## src/rtl/pattern_seq_gen.sv

```systemverilog
// Multi-channel serial pattern generator: a modulo-(LEN+1) index walks
// per-channel pattern registers and emits one bit per channel per clock.

module pattern_seq_chan #(
    parameter int               DEPTH    = 16,
    parameter int               AW       = 4,
    parameter logic [DEPTH-1:0] INIT_PAT = 16'h1C3F
) (
    input  logic             clk,
    input  logic             rst_n,
    input  logic             we,
    input  logic [DEPTH-1:0] pat_in,
    input  logic             busy,
    input  logic [AW-1:0]    idx,
    output logic             out_bit
);
    logic [DEPTH-1:0] pat_q, pat_d;

    always_comb begin
        pat_d = pat_q;
        if (we) pat_d = pat_in;
    end

    always_ff @(posedge clk or negedge rst_n) begin
        if (!rst_n) pat_q <= INIT_PAT;
        else        pat_q <= pat_d;
    end

    // Driven only from registered state, so no input reaches OUT combinationally.
    assign out_bit = busy & pat_q[idx];
endmodule

module pattern_seq_gen #(
    parameter int               DEPTH    = 16,
    parameter int               AW       = 4,
    parameter int               CH       = 2,
    parameter logic [DEPTH-1:0] INIT_PAT = 16'h1C3F,
    parameter int               CW       = (CH > 1) ? $clog2(CH) : 1
) (
    input  logic             CLK,
    input  logic             RST_N,
    input  logic             START,
    input  logic             STOP,
    input  logic             MODE,
    input  logic [AW-1:0]    LEN,
    input  logic             LOAD,
    input  logic [CW-1:0]    LOAD_CH,
    input  logic [DEPTH-1:0] PAT_IN,
    output logic [CH-1:0]    OUT,
    output logic [AW-1:0]    IDX,
    output logic             BUSY,
    output logic             DONE,
    output logic             WRAP
);
    typedef enum logic {S_IDLE, S_RUN} state_t;

    state_t        state_q, state_d;
    logic [AW-1:0] idx_q, idx_d;
    logic [AW-1:0] len_q, len_d;
    logic          mode_q, mode_d;
    logic          done_q, done_d;
    logic          wrap_q, wrap_d;

    always_comb begin
        state_d = state_q;
        idx_d   = idx_q;
        len_d   = len_q;
        mode_d  = mode_q;
        done_d  = 1'b0;
        wrap_d  = 1'b0;
        case (state_q)
            S_IDLE: begin
                if (START && !STOP) begin
                    state_d = S_RUN;
                    idx_d   = '0;
                    len_d   = LEN;
                    mode_d  = MODE;
                end
            end
            S_RUN: begin
                // STOP wins over end-of-sequence: no DONE/WRAP on abort.
                if (STOP) begin
                    state_d = S_IDLE;
                    idx_d   = '0;
                end else if (idx_q == len_q) begin
                    idx_d = '0;
                    if (mode_q) begin
                        wrap_d = 1'b1;
                    end else begin
                        state_d = S_IDLE;
                        done_d  = 1'b1;
                    end
                end else begin
                    idx_d = idx_q + 1'b1;
                end
            end
            default: state_d = S_IDLE;
        endcase
    end

    always_ff @(posedge CLK or negedge RST_N) begin
        if (!RST_N) begin
            state_q <= S_IDLE;
            idx_q   <= '0;
            len_q   <= '0;
            mode_q  <= 1'b0;
            done_q  <= 1'b0;
            wrap_q  <= 1'b0;
        end else begin
            state_q <= state_d;
            idx_q   <= idx_d;
            len_q   <= len_d;
            mode_q  <= mode_d;
            done_q  <= done_d;
            wrap_q  <= wrap_d;
        end
    end

    assign BUSY = (state_q == S_RUN);
    assign IDX  = idx_q;
    assign DONE = done_q;
    assign WRAP = wrap_q;

    logic [CH-1:0] we;

    // Out-of-range LOAD_CH matches no channel, so the write is dropped.
    for (genvar c = 0; c < CH; c++) begin : g_ch
        assign we[c] = LOAD && (32'(LOAD_CH) == c);

        pattern_seq_chan #(
            .DEPTH   (DEPTH),
            .AW      (AW),
            .INIT_PAT(INIT_PAT)
        ) u_chan (
            .clk    (CLK),
            .rst_n  (RST_N),
            .we     (we[c]),
            .pat_in (PAT_IN),
            .busy   (BUSY),
            .idx    (idx_q),
            .out_bit(OUT[c])
        );
    end
endmodule
```

## config.mk

```make
export PLATFORM = sky130hd
export DESIGN_NAME = pattern_seq_gen
export DESIGN_NICKNAME = d
export VERILOG_FILES = /design/src/rtl/pattern_seq_gen.sv
export SDC_FILE = /design/constraint.sdc
export NUM_CORES = 1
export LEC_CHECK = 0
export CAP_MARGIN = 10
export CORE_UTILIZATION = 47
export DETAILED_ROUTE_END_ITERATION = 7
export HOLD_SLACK_MARGIN = 0.15
export PLACE_DENSITY = 0.75
export SLEW_MARGIN = 20
export SYNTH_ARGS = -nofsm -noshare
export SYNTH_HDL_FRONTEND = slang
export SYNTH_HIERARCHICAL = 1
export SYNTH_SLANG_ARGS = --single-unit
```

## constraint.sdc

```tcl
create_clock -name CLK -period 1.6 [get_ports CLK]
set_input_delay 0.32 -clock CLK [delete_from_list [all_inputs] [get_ports CLK]]
set_output_delay 0.32 -clock CLK [all_outputs]
set_load 0.05 [all_outputs]
```

# Yosys cells after proc, flatten, opt, wreduce, memory -nomap -nowiden
# Cells that the tools add are included.
# word_totals
reg_bits	44
memories	0
latchBits	0
mem_bits_ro	0
elab_cells	41
ram_bits	0
out_inout_bits	9
input_bits	27
# classes
n_reduce_logical	5
magnitude_cmp	1
n_eq_ne	2
bitwise_logic	4
mul	0
add_sub_neg	1
n_mux	20
div	0
shift	0
# op_table
operator	count
$mux 1	13
$mux 4	3
$bmux 1 s4	2
$pmux 4 s2	1
$lt 4x5->1 const B	1
$add 4x1->4 const B	1
$eq 4x4->1	1
$logic_and 1x1->1	3
$and 1x1->1	2
$ne 2x2->1 const B	1
$not 1->1	2
$pmux 1 s2	1
$reduce_and 2->1	1
$logic_not 1->1	1

# Depth between registers and ports, before layout
# logic_depth
word_depth	4
mapped_depth	5
ltp_nobuf	4

# By module
# The synthesis kept the hierarchy.
# modules_own_cells
module	area_each_um2	seq_area_each_um2	cells_each	instances
pattern_seq_chan	758.2	411.6	51	2
pattern_seq_gen	574.3	300.3	43	1

# Worst setup path before layout
# No wires, ideal clock.
# synth_path
path_kind	flip-flop to output port
from	reg idx_q[0] (netlist: IDX[0])
to	out OUT[0]
path_stages_with_launch	5
required_time_ns	1.280
t_arrival_ns	2.071
path_buffers	1
path_slack_ns	-0.791
path_cell_list	dfrtp_1 buf_6 mux4_2 o211ai_2 o22ai_1
# synth_via
elab_chain_len	3
# synth_rtl
element	line_no	rtl
start: declaration	58	logic [AW-1:0] idx_q, idx_d;
start signal: assignment	111	idx_q <= idx_d;
$bmux 1 s4	30	assign out_bit = busy & pat_q[idx];
$mux 1 (not written as such)	30	
$and 1x1->1	30	
end: declaration	49	output logic [CH-1:0] OUT,
# No other way between the ends. The select of a mux whose other input is x is not followed.

# Worst setup path after layout
# layout_path
from	reg idx_q[0] (netlist: IDX[0])
to	out OUT[1]
# Same word-level chain as after synthesis.

==> results.txt <==
The floorplan step set the die width to around 70 µm. Wire segments on met2 add up to approximately 2200 µm in the final route. The finished layout cell area came out at between 2000 and 3000 µm². The checks that failed: setup timing.

The fraction of final layout cells sized beyond drive strength 1 came out at approximately 44%. The post-synthesis instance area came out at approximately 2100 µm². STA classifies the critical path startpoint as a flip-flop. The row count is 23. The count of nets left with antenna violations once routing finished came out at 0. The final setup violation count is 9.

The max-slew violation total from the final report came out at 0. The violation count after the first detailed-route iteration is 58. The total leakage power came out at about 0.0011 µW. The tree built by TritonCTS fans out to 44 sinks. The data arrival time of the worst path is 1.80 ns. The root buffer cell is clkbuf_8.

In this run the power density over the cells is 1105 nW/µm². The detailed-route wire length per cell came out at approximately 18 µm. In the post-synthesis netlist, the biggest area contributors are dfrtp_1 31%, dfstp_2 23%, mux2_1 11%. The net count of the mapped netlist is between 150 and 200. After global routing the overflow that remains totals 0. The final cycle utilization of the critical path is 132.4%. The area used by multi-input combinational logic came out at between 900 and 1000 µm². The master of the slowest instance on the critical path is dfrtp_2. The area of the core came out at approximately 4100 µm².

The filler cell count is about 290. The area growth from synthesis to layout is 33.99%. The maximum root-to-sink buffer count is 2. The distinct cell type count after synthesis came out at 32.

The mean instance size in the synthesized netlist is about 14 µm². The maximum fanout count along the critical path came out at 7. The global-route wire length before repair is ~7000 µm. The layout net count came out at 222. The synthesis-stage register bit count came out at 44. During placement, the flow inserted port buffers numbering 35. The floorplan die area came out at 4719 µm². The worst setup margin is -0.5186 ns. The setup skew after layout is between 0.009 and 0.01 ns. The total number of vias came out at 1383. The worst-margin pin slew is between 0.3 and 0.4 ns. The data required time of the critical path is ~1.3 ns. Walking the worst path, the cells encountered are buf_6 > buf_8 > mux2i_1 > nand2_1 > o211ai_2 > o22ai_2 > buf_6. The sequential cell area fraction in the yosys report is 53.74%. The upper clock frequency limit came out at ~470 MHz. The routability congestion estimate is just over 0.8. The later-pin clock latency in the skew report came out at 0.29 ns. The wire length on met3 came out at 249 µm. The clock tree synthesis step divided the H-tree into 2 levels. At the placement stage, the worst setup path has a slack of -0.1998 ns.

The via density per instance is approximately 5.6. The largest net degree at the start of global routing is 45. The number of antenna violations at the first check in global routing is 0. On the worst path, the slowest cell contributes a delay of 0.46 ns. The number of max-cap violations came out at 0. The run finished, with violations left. Buffers inserted during clock tree synthesis total 5. For this run, the number of Yosys warnings is 6.

For this block, the routed nets add up to roughly 4400 µm of wire. The final count of hold timing violations came out at 0. After detailed routing, the number of remaining DRC violations is 0.

Leaving out fill and tap cells, the most frequent cell in the layout is clkdlybuf4s50_1. On the critical path the largest part of the delay comes from flip-flops. The minimum period implied by the final worst setup slack came out at approximately 2.1 ns. The peak ir drop on the vdd network came out at slightly above 700 µV. The met1 wire length is between 1500 and 2000 µm.

The tightest min-delay check is of the flip-flop to flip-flop type. The critical path contains buffers and inverters numbering 3 combined. The number of global-route vias before repair is 1472. The cell seen most often among critical-path stages is buf_6.

The worst slew slack as a fraction of its limit is around 77%. The starting density of the core is around half. The total I/O pin count came out at 36. The library cells used most frequently in the layout, excluding fill and tap cells, are 25 x clkdlybuf4s50_1, 22 x dfrtp_1, 20 x mux2_1, 18 x dfstp_2, 17 x mux2_2.

TritonCTS built the clock tree. The die height is between 60 and 70 µm. After clock tree synthesis, the clock-pin slew on the worst setup and hold paths is approximately 0.080 ns. After detailed routing, no signal wire sits above met4.

For this run, the total global-route usage over all layers was measured as 21.74%. The synthesized netlist cell count is 145. The area share of the leading cell type in the synthesized netlist came out at 31.12%. In this run the cell area measured after placement is 2641 µm². The nature of the critical path endpoint is an output pin. After legalization and detailed placement, the total HPWL measured between 3000 and 4000 µm. The worst setup path is of the flip-flop to output pin kind. The most area-hungry cell type in the Yosys netlist is dfrtp_1.

Setup repair after global routing could not meet its margin everywhere. The area taken by flip-flops and latches is ~1100 µm². 0 antenna diodes ended up in the layout. The iteration count of the initial detailed-routing pass came out at 4.
cell usage after synthesis:
cell type / instances
buf_2: 2
xnor2_1: 1
nand2b_1: 3
nand2_1: 7
and2_1: 1
mux2i_1: 8
mux2_2: 18
ha_1: 1
nor4_4: 1
o211ai_1: 2
nand3_1: 5
inv_1: 1
nor2b_2: 1
and3_2: 1
nor4bb_1: 1
a22o_2: 2
o22ai_1: 2
mux4_2: 4
a21oi_1: 1
nor2b_1: 3
dfstp_2: 18
buf_6: 2
clkbuf_1: 2
a21o_1: 1
dfrtp_1: 26
nor3b_2: 1
a221o_1: 1
xor2_1: 4
o211ai_2: 2
mux2_1: 20
and2b_1: 2
nor2_1: 1
through the flow:
stage / power [µW] / hold WS (ns) / setup TNS [ns] / std cells / utilization [%]
CTS: 3075 / 0.4874 / -1.177 / 244 / 66.79
global placement: 2296 / 0.3043 / -0.8409 / 234 / 63.74
global route: 3248 / 0.5109 / -2.441 / 245 / 67.60
finish: 3095 / 0.4872 / -1.930 / 245 / 67.60
floorplan: 2003 / 0.02441 / -0.7791 / 145 / -
detailed placement: 2339 / 0.3153 / -1.870 / 234 / 63.74
report_power, final:
part | internal, µW | switching (µW)
registers | 1330 | 139
logic | 510 | 411
clock network | 352 | 349
total | 2200 | 900
worst register-to-register path, stage by stage, from the launching register on:
cell	delay, ns
dfrtp_2	0.47
buf_6	0.15
buf_8	0.13
xor2_2	0.18
nor4_4	0.35
nor2b_2	0.11
mux2_4	0.29
layer usage:
layer  up-vias  global-route usage, %
li1        626                      -
met2        46                  34.56
met1       701                  25.58
met4         0                  11.48
met3        10                  8.059
met5         -                      0
cell families (layout without fill, tap and decap cells):
kind of cell / count (synthesis) / in the layout / synth area share [%]
AOI/OAI and AO/OA: 11 / 11 / 4.548
xor gates and xnor gates: 5 / 5 / 2.094
adders and majority gates: 1 / 1 / 0.5983
buffers and inverters: 7 / 57 / 2.094
DFF: 44 / 44 / 53.74
muxes: 50 / 50 / 28.61
and+or+nand+nor: 27 / 27 / 8.319
worst paths after layout:
kind | start | end | slack [ns] | depth (start not counted)
setup / recovery | IDX[0]$_DFFE_PN0P_ | OUT[1] | -0.52 | 7
hold / removal | mode_q$_DFFE_PN0P_ | DONE$_DFF_PN0_ | 0.49 | 1
setup reg to reg | IDX[0]$_DFFE_PN0P_ | IDX[0]$_DFFE_PN0P_ | -0.20 | 6
hold reg to reg | mode_q$_DFFE_PN0P_ | DONE$_DFF_PN0_ | 0.49 | 1
max in group asynchronous | RST_N | g_ch[0].u_chan/pat_q[10]$_DFFE_PN1P_ | 0.79 | 3
min in group asynchronous | RST_N | g_ch[0].u_chan/pat_q[9]$_DFFE_PN0P_ | 0.54 | 3
final cells by class:
type | count | share of cell area, %
timing repair buffer | 48 | 19.61
multi-input combinational | 94 | 34.35
clock buffer | 8 | 3.216
inverter | 1 | 0.1340
tap | 50 | 2.233
sequential | 44 | 40.46
flip-flops by register name (all words and copies together), names as in the netlist:
| signal | count |
|---|---|
| DONE | 1 |
| g_ch.u_chan/pat_q | 32 |
| mode_q | 1 |
| IDX | 4 |
| BUSY | 1 |
| len_q | 4 |
| WRAP | 1 |
timing repair:
action / CTS / global route
hold buffers: 1 / 0
setup buffers: 1 / 1
hold endpoints to repair: 26 / 0
pin swaps: 4 / 5
setup endpoints to repair: 9 / 10
resized for setup: 4 / 6
(Power assumes the default switching activity.)
